### config.mk
export PLATFORM = sky130hd
export DESIGN_NAME = imem_prog_flat
export DESIGN_NICKNAME = d
export VERILOG_FILES = /design/src/rtl/imem_prog_if.sv /design/src/rtl/imem_prog.sv /design/src/flat_wrapper.sv
export SDC_FILE = /design/constraint.sdc
export NUM_CORES = 2
export LEC_CHECK = 0
export ABC_CLOCK_PERIOD_IN_PS = 2700
export CORE_MARGIN = 4
export CORE_UTILIZATION = 35
export CTS_CLUSTER_DIAMETER = 120
export DETAILED_ROUTE_END_ITERATION = 7
export PLACE_DENSITY_LB_ADDON = 0.15
export SLEW_MARGIN = 20
export SYNTH_ARGS = -nofsm -noshare
export SYNTH_HDL_FRONTEND = slang
export SYNTH_SLANG_ARGS = --single-unit
### constraint.sdc
create_clock -name clk -period 2.7 [get_ports clk]
set_clock_uncertainty 0.1 [all_clocks]
set_input_delay 0.405 -clock clk [delete_from_list [all_inputs] [get_ports clk]]
set_output_delay 0.405 -clock clk [all_outputs]
set_load 0.005 [all_outputs]
### src/rtl/imem_prog_if.sv
// Fetch/load bus for the loadable instruction memory; the requester drives
// through master, the memory sits on slave.
interface imem_prog_if #(
  parameter int N      = 32,
  parameter int ADDR_W = 6,
  parameter int PC_W   = 64
);
  logic              prog_mode;
  logic              wr_en;
  logic [ADDR_W-1:0] wr_addr;
  logic [N-1:0]      wr_data;
  logic              clear;
  logic              fetch_req;
  logic [PC_W-1:0]   pc;
  logic              fetch_ready;
  logic              fetch_valid;
  logic [N-1:0]      q;
  logic              misaligned;
  logic              out_of_range;

  modport master (
    output prog_mode, wr_en, wr_addr, wr_data, clear, fetch_req, pc,
    input  fetch_ready, fetch_valid, q, misaligned, out_of_range
  );

  modport slave (
    input  prog_mode, wr_en, wr_addr, wr_data, clear, fetch_req, pc,
    output fetch_ready, fetch_valid, q, misaligned, out_of_range
  );
endinterface

### src/rtl/imem_prog.sv
// Run-time loadable instruction memory with per-word valid bits and a
// fixed-latency req/valid fetch port that flags bad PCs instead of aliasing.
module imem_prog #(
  parameter int N       = 32,
  parameter int ADDR_W  = 6,
  parameter int PC_W    = 64,
  parameter int LATENCY = 1
) (
  input  logic         clk,
  input  logic         reset,
  imem_prog_if.slave   bus
);
  localparam int DEPTH = 2 ** ADDR_W;
  localparam logic [1:0] CNT_INIT = 2'(LATENCY - 1);

  typedef enum logic {IDLE, WAIT} state_t;

  state_t            state, state_next;
  logic [1:0]        cnt, cnt_next;
  logic              accept, respond, wr_ok;
  logic [PC_W-1:0]   pc_cap;
  logic [ADDR_W-1:0] idx;
  logic              mis_flag, oor_flag;
  logic [N-1:0]      rd_word;
  logic [N-1:0]      mem [DEPTH];
  logic [DEPTH-1:0]  valid;

  assign bus.fetch_ready = (state == IDLE) && !bus.prog_mode;
  assign wr_ok           = bus.prog_mode && (state == IDLE);

  assign idx      = pc_cap[ADDR_W+1:2];
  assign mis_flag = |pc_cap[1:0];
  assign oor_flag = |pc_cap[PC_W-1:ADDR_W+2];
  assign rd_word  = valid[idx] ? mem[idx] : '0;

  always_comb begin
    state_next = state;
    cnt_next   = cnt;
    accept     = 1'b0;
    respond    = 1'b0;
    case (state)
      IDLE: begin
        if (bus.fetch_req && !bus.prog_mode) begin
          accept     = 1'b1;
          cnt_next   = CNT_INIT;
          state_next = WAIT;
        end
      end
      WAIT: begin
        if (cnt == 2'd0) begin
          respond    = 1'b1;
          state_next = IDLE;
        end else begin
          cnt_next = cnt - 2'd1;
        end
      end
      default: state_next = IDLE;
    endcase
  end

  always_ff @(posedge clk or negedge reset) begin
    if (!reset) begin
      state  <= IDLE;
      cnt    <= 2'd0;
      pc_cap <= '0;
    end else begin
      state <= state_next;
      cnt   <= cnt_next;
      if (accept) pc_cap <= bus.pc;
    end
  end

  // Response registers hold their value between fetches; only fetch_valid pulses.
  always_ff @(posedge clk or negedge reset) begin
    if (!reset) begin
      bus.fetch_valid  <= 1'b0;
      bus.q            <= '0;
      bus.misaligned   <= 1'b0;
      bus.out_of_range <= 1'b0;
    end else begin
      bus.fetch_valid <= respond;
      if (respond) begin
        bus.q            <= (mis_flag || oor_flag) ? '0 : rd_word;
        bus.misaligned   <= mis_flag;
        bus.out_of_range <= oor_flag;
      end
    end
  end

  // Clear acts before the write so a simultaneous write survives.
  always_ff @(posedge clk or negedge reset) begin
    if (!reset) begin
      valid <= '0;
    end else if (wr_ok) begin
      if (bus.clear) valid <= '0;
      if (bus.wr_en) valid[bus.wr_addr] <= 1'b1;
    end
  end

  always_ff @(posedge clk) begin
    if (wr_ok && bus.wr_en) mem[bus.wr_addr] <= bus.wr_data;
  end
endmodule

### src/flat_wrapper.sv
// flat-port wrapper written by rule: the top's interface ports become plain ports
module imem_prog_flat 
#(
  parameter int N       = 32,
  parameter int ADDR_W  = 6,
  parameter int PC_W    = 64,
  parameter int LATENCY = 1
)
  (clk, reset, bus_prog_mode, bus_wr_en, bus_wr_addr, bus_wr_data, bus_clear, bus_fetch_req, bus_pc, bus_fetch_ready, bus_fetch_valid, bus_q, bus_misaligned, bus_out_of_range);
  imem_prog_if #(.N(N), .ADDR_W(ADDR_W), .PC_W(PC_W)) bus_i ();
  input  logic clk;
  input  logic reset;
  input wire logic [$bits(bus_i.prog_mode)-1:0] bus_prog_mode;
  input wire logic [$bits(bus_i.wr_en)-1:0] bus_wr_en;
  input wire logic [$bits(bus_i.wr_addr)-1:0] bus_wr_addr;
  input wire logic [$bits(bus_i.wr_data)-1:0] bus_wr_data;
  input wire logic [$bits(bus_i.clear)-1:0] bus_clear;
  input wire logic [$bits(bus_i.fetch_req)-1:0] bus_fetch_req;
  input wire logic [$bits(bus_i.pc)-1:0] bus_pc;
  output wire logic [$bits(bus_i.fetch_ready)-1:0] bus_fetch_ready;
  output wire logic [$bits(bus_i.fetch_valid)-1:0] bus_fetch_valid;
  output wire logic [$bits(bus_i.q)-1:0] bus_q;
  output wire logic [$bits(bus_i.misaligned)-1:0] bus_misaligned;
  output wire logic [$bits(bus_i.out_of_range)-1:0] bus_out_of_range;
  assign bus_i.prog_mode = bus_prog_mode;
  assign bus_i.wr_en = bus_wr_en;
  assign bus_i.wr_addr = bus_wr_addr;
  assign bus_i.wr_data = bus_wr_data;
  assign bus_i.clear = bus_clear;
  assign bus_i.fetch_req = bus_fetch_req;
  assign bus_i.pc = bus_pc;
  assign bus_fetch_ready = bus_i.fetch_ready;
  assign bus_fetch_valid = bus_i.fetch_valid;
  assign bus_q = bus_i.q;
  assign bus_misaligned = bus_i.misaligned;
  assign bus_out_of_range = bus_i.out_of_range;
  imem_prog #(.N(N), .ADDR_W(ADDR_W), .PC_W(PC_W), .LATENCY(LATENCY)) u_core (.clk(clk), .reset(reset), .bus(bus_i));
endmodule
; Word-level counts from Yosys, hierarchy flattened
; Memories as Yosys holds them, arrays and structs flattened.
; Cells that the tools add are included.
[totals]
reg_bits = 166
latchBits = 0
ramBits = 2048
mem_bits_ro = 0
out_inout_bits = 36
elab_cells = 48
n_memories = 1
[classes]
n_addsub = 1
mul = 0
n_div = 0
order_cmp = 3
eq_ne = 2
shifts = 0
n_mux = 20
n_bitwise = 2
n_reduce_logical = 11
[memory_table]
columns = name, words, width, rd, rd_ports_with_merged_regs, write_ports, line
row1 = u_core.mem, 64, 32, 1, 0, 1, imem_prog.sv:25  ; logic [N-1:0] mem [DEPTH];
[ops]
columns = operator, count
row1 = 64-bit 2-to-1 mux, 3
row2 = 32-bit 2-to-1 mux, 2
row3 = 64-bit bitwise OR, 1
row4 = 56-bit OR reduction, 1
row5 = "6-bit by 7-bit less-than comparator with 1-bit output, second input constant", 2
row6 = 1-bit 2-to-1 mux, 9
row7 = 1-bit binary-select mux with 6-bit select, 1
row8 = 1-bit demux with 6-bit select, 1
row9 = "6-bit by 1-bit greater-or-equal comparator with 1-bit output, second input constant", 1
row10 = 1-bit logical AND, 5
row11 = 2-bit 2-to-1 mux, 2
row12 = "2-bit inequality test, second input constant", 2
row13 = 2-bit case mux with 2 select lines, 1
row14 = 2-bit logical NOT, 1
row15 = 1-bit case mux with 2 select lines, 1
row16 = 2-bit AND reduction, 1
row17 = 2-bit OR reduction, 1
row18 = "2-bit by 1-bit subtractor with 2-bit output, second input constant", 1
row19 = 1-bit logical NOT, 1
row20 = 1-bit logical OR, 1
row21 = 1-bit inverter, 1

; Logic depth before layout (Yosys ltp)
[depth]
depth_word = 6
ltp_mapped = 13

; Least setup slack after synthesis
; OpenSTA, ideal clock, no wires.
[synth_path]
path_kind = input -> register
startpoint = input bus_wr_addr[3]
endpoint = memory u_core.mem[10][0] (enable)
setup_ns = 0.423
t_arrival_ns = 2.617
slack_ns = -0.439
cell_stages = 4
path_buffers = 2
cell_sequence = clkbuf_1 -> or3b_2 -> clkbuf_1 -> nor2_1
[synth_rtl]
columns = item, line
row1 = start: declaration, flat_wrapper.sv:15  ; input wire logic [$bits(bus_i.wr_addr)-1:0] bus_wr_addr;
row2 = end: declaration, imem_prog.sv:25
; Straight into the memory's write port.

; Final worst setup path
[layout_path]
startpoint = register u_core.pc_cap[3]
endpoint = register u_core.bus.q[27]
[layout_between]
elab_chain_len = 4
word_cells_on_any_way = 5
cone_classes = mux (4) / memory (1)
[layout_rtl]
columns = item, line
row1 = start: declaration, imem_prog.sv:21  ; logic [PC_W-1:0] pc_cap;
row2 = start signal: assignment, imem_prog.sv:69  ; if (accept) pc_cap <= bus.pc;
row3 = 1-bit binary-select mux with 6-bit select, imem_prog.sv:34  ; assign rd_word = valid[idx] ? mem[idx] : '0;
row4 = 1-bit 2-to-1 mux (not written as such), imem_prog.sv:34
row5 = 32-bit 2-to-1 mux (*), imem_prog.sv:34
row6 = 32-bit 2-to-1 mux (*), imem_prog.sv:83  ; bus.q <= (mis_flag || oor_flag) ? '0 : rd_word;
row7 = end signal: assignment, imem_prog.sv:83
row8 = end: declaration, imem_prog_if.sv:28  ; output fetch_ready, fetch_valid, q, misaligned, out_of_range
; Mark *: on every way between the ends. The rest lies on a longest branch, timed or not. The select of a mux whose other input is x is not followed.
; A chain may end at the register's enable or synchronous reset.

==> out/metrics.cfg <==
[run_status]
outcome = finished, violations left
violations = negative setup slack

[placement]
dp_hpwl_mm = 176
io_buffers = 143
gp_congestion = 0.800
pre_cts_ws_ns = -0.696

[global_route]
overflow = 0
grt_pass1_wl_mm = 383
antenna_found_initial = 15
grt_use_total_pct = 21.9
first_global_vias = 46100
grt_max_degree = 65

[clocking]
worst_skew_pair.late_latency_ns = 0.89
cts_buffers = 228
tritoncts = yes
root_buffer = clkbuf_16
clk_pin_slew_worst_paths_ns = 0.06
cts_max_path_buffers = 3
clock_sinks = 2214
cts_max_level = 4

[worst_setup_path]
cpLargestDelayFamily = buffers and inverters
cpPeakStageDelay_ns = 0.56
critical_path.cell_chain = buf_12 > buf_16 > buf_8 > mux4_2 > a211oi_4 > o21ai_2 > nand4b_1 > buf_6 > buf_16 > o31ai_2
critPathSlowestCell = dfrtp_4
crit_path_frequent_cell = buf_16
worst-path-buf-inv = 5
cp-startpoint = u_core.pc_cap[3]
crit_type = register to register
rr_startpoint = u_core.pc_cap[3]
cp-end-kind = register
cp.required_ns = 3.35
crit_path_start_kind = register
worstPathArrival_ns = 3.37
cp_max_fo = 9

[synthesis]
synth_common_cells = edfxtp_1 (2048), mux4_2 (475), nand2_1 (293)
syn_inst = 4034
yosys_warnings = 0
syn-cell-area_um2 = 85000
synth_nets = 4143
avgSynthCellArea_um2 = 21.1
synth_edf_count = 2048
yosysSeqAreaShare_pct = 77.2
synth.distinct_cells = 59
async_reset_ff_share_pct = 7.50
post-synth-top-area-cell = edfxtp_1
synth_most_common_cell = edfxtp_1
synthDominantCellAreaShare_pct = 72.3
synth_flop_cell = edfxtp_1
synth.area.top_cells = edfxtp_1 (72%), mux4_2 (13%), dfrtp_1 (4.9%)
synth_seq_cells = 2214

[die]
die_width_um = 501
die_y_um = 501
io_pins = 144
fp-row-count = 180
dieArea_um2 = 251000
coreArea_um2 = 241000
start_util_pct = 35.2

[drt]
wl_per_cell_um = 33.5
drt-initial-drc-count = 4780
drtAntennaViolNets = 0
dr.pass1.iters = 6
via_per_inst = 5.45
drc = 0
vias = 45200
finalWirelength_mm = 277

[timing]
layout_setup_ws_ns = -0.0163
slew_viol_final = 0
setup_viol = 4
tightestPinTransition_ns = 1.05
finalCritPeriodShare_pct = 101
post-route-min-period_ns = 2.72
fmax_ghz = 0.368
timing.final.hold_violations = 0
slew_headroom_pct = 29.7
rsz0062_at_grt = true

[final_layout]
syn_to_final_growth_pct = 24.7
drive_gt1_share_pct = 32.4
nFillCells = 20700
final_nets = 5003
utilization_pct = 44.0

[power_and_ir_drop]
p_leak_nw = 35.4
peakVddDrop_mv = 0.636
pwr_density_cell_nw_per_um2 = 742

[min_path]
min-delay-start = bus_wr_data[14]
hold_class = input pin to register

[job]
drv_cap = 0

[flip-flops by register name, indices dropped and copies added, names as in the netlist]
register	cells
u_core.mem	2048
u_core.pc_cap	64
u_core.valid	64
u_core.bus.q	32
u_core.cnt	2
u_core.bus.fetch_valid	1
u_core.bus.misaligned	1
u_core.bus.out_of_range	1
u_core.state	1
[logic make-up after synthesis]
kind of cell	count (synthesis)	share of synthesized area, %
AO/OA/AOI/OAI	434	3.54
flip-flops	2214	77.2
buffers and inverters	224	1.75
AND/OR/NAND/NOR	534	2.74
adder cells (fa/ha/maj)	1	0.0147
multiplexers	627	14.7
[power breakdown]
group	leakage, nW	switching [mW]	internal (mW)	total, mW
clock	3.51	13.4	17.1	30.4
sequential	20.6	0.148	37.7	37.9
combinational	11.3	5.54	4.87	10.4
total	35.4	19.1	59.6	78.7
[worst paths after layout]
| kind | end | slack, ns | depth (start not counted) |
|---|---|---|---|
| worst max-delay path | u_core.bus.q[27] | -0.02 | 10 |
| worst min-delay path | u_core.mem[5][14] | 0.07 | 1 |
| worst max register to register | u_core.bus.q[27] | -0.02 | 10 |
| worst min register to register | u_core.valid[59] | 0.37 | 1 |
| max in group asynchronous | u_core.bus.q[18] | 1.36 | 4 |
| min in group asynchronous | u_core.bus.q[16] | 0.51 | 3 |
[routing by layer]
layer	GRT usage, %	vias to the layer above	part of all wire, %
li1	-	18500	-
met1	31.0	24800	43
met2	36.0	1478	49
met5	0	-	0.016
met4	5.58	8	2.5
met3	3.01	335	5.5
[stage by stage]
step | setup TNS, ns | cells | hold WS (ns) | total power [mW] | cell area, µm²
2_1_floorplan | -274.44 | 4034 | 0.00941 | 43.7 | 85100
3_3_place_gp | -187.66 | 7691 | 0.352 | 48.1 | 96300
3_5_place_dp | -209.00 | 7691 | 0.360 | 48.1 | 96400
4_1_cts | -0.248 | 8231 | 0.0124 | 79.0 | 105000
5_1_grt | -0.161 | 8280 | 0.0691 | 81.4 | 106000
6_report | -0.0357 | 8281 | 0.0657 | 78.7 | 106000
[what timing repair did]
item | in CTS | in global routing
hold endpoints to repair | 709 | 0
hold buffers | 83 | 0
endpoints found under the setup margin | 34 | 34
cloned | 6 | 2
pin swaps | 7 | 13
buffers inserted | 23 | 45
resized for setup | 66 | 99
[layout make-up]
class | instances | area (µm²) | area share, %
Timing Repair Buffer | 849 | 10200 | 9.63
Multi-Input combinational cell | 1596 | 18900 | 17.8
Inverter | 5 | 20.0 | 0.0189
Clock buffer | 315 | 6180 | 5.83
Sequential cell | 2214 | 65700 | 61.9
Clock inverter | 113 | 1030 | 0.972
Antenna cell | 4 | 10.0 | 0.00944
Tap cell | 3185 | 3990 | 3.76
[cell usage in the layout (no fill, tap or decap), types with 11 or more instances in the layout]
cell type and instances:
a211oi_1 15, a21o_1 70, a21oi_1 58, a22oi_1 101
a22oi_2 18, buf_12 229, buf_16 15, buf_2 32
buf_4 344, buf_6 24, bufinv_16 11, clkbuf_1 72
clkbuf_16 230, clkbuf_8 16, clkdlybuf4s50_1 110, clkinv_1 44
clkinv_2 39, dfrtp_1 158, dlygate4sd3_1 82, edfxtp_1 2048
mux2_2 27, mux2i_1 100, mux4_1 16, mux4_2 475
nand2_1 289, nand2b_1 11, nand3_1 24, nor2_1 33
nor2_4 65, nor2b_1 18, nor3_1 17, nor4_1 17
o21ai_0 23, o21ai_1 26, o221ai_1 14, o22ai_1 32
Note: power is estimated with default switching activity, not from simulation.
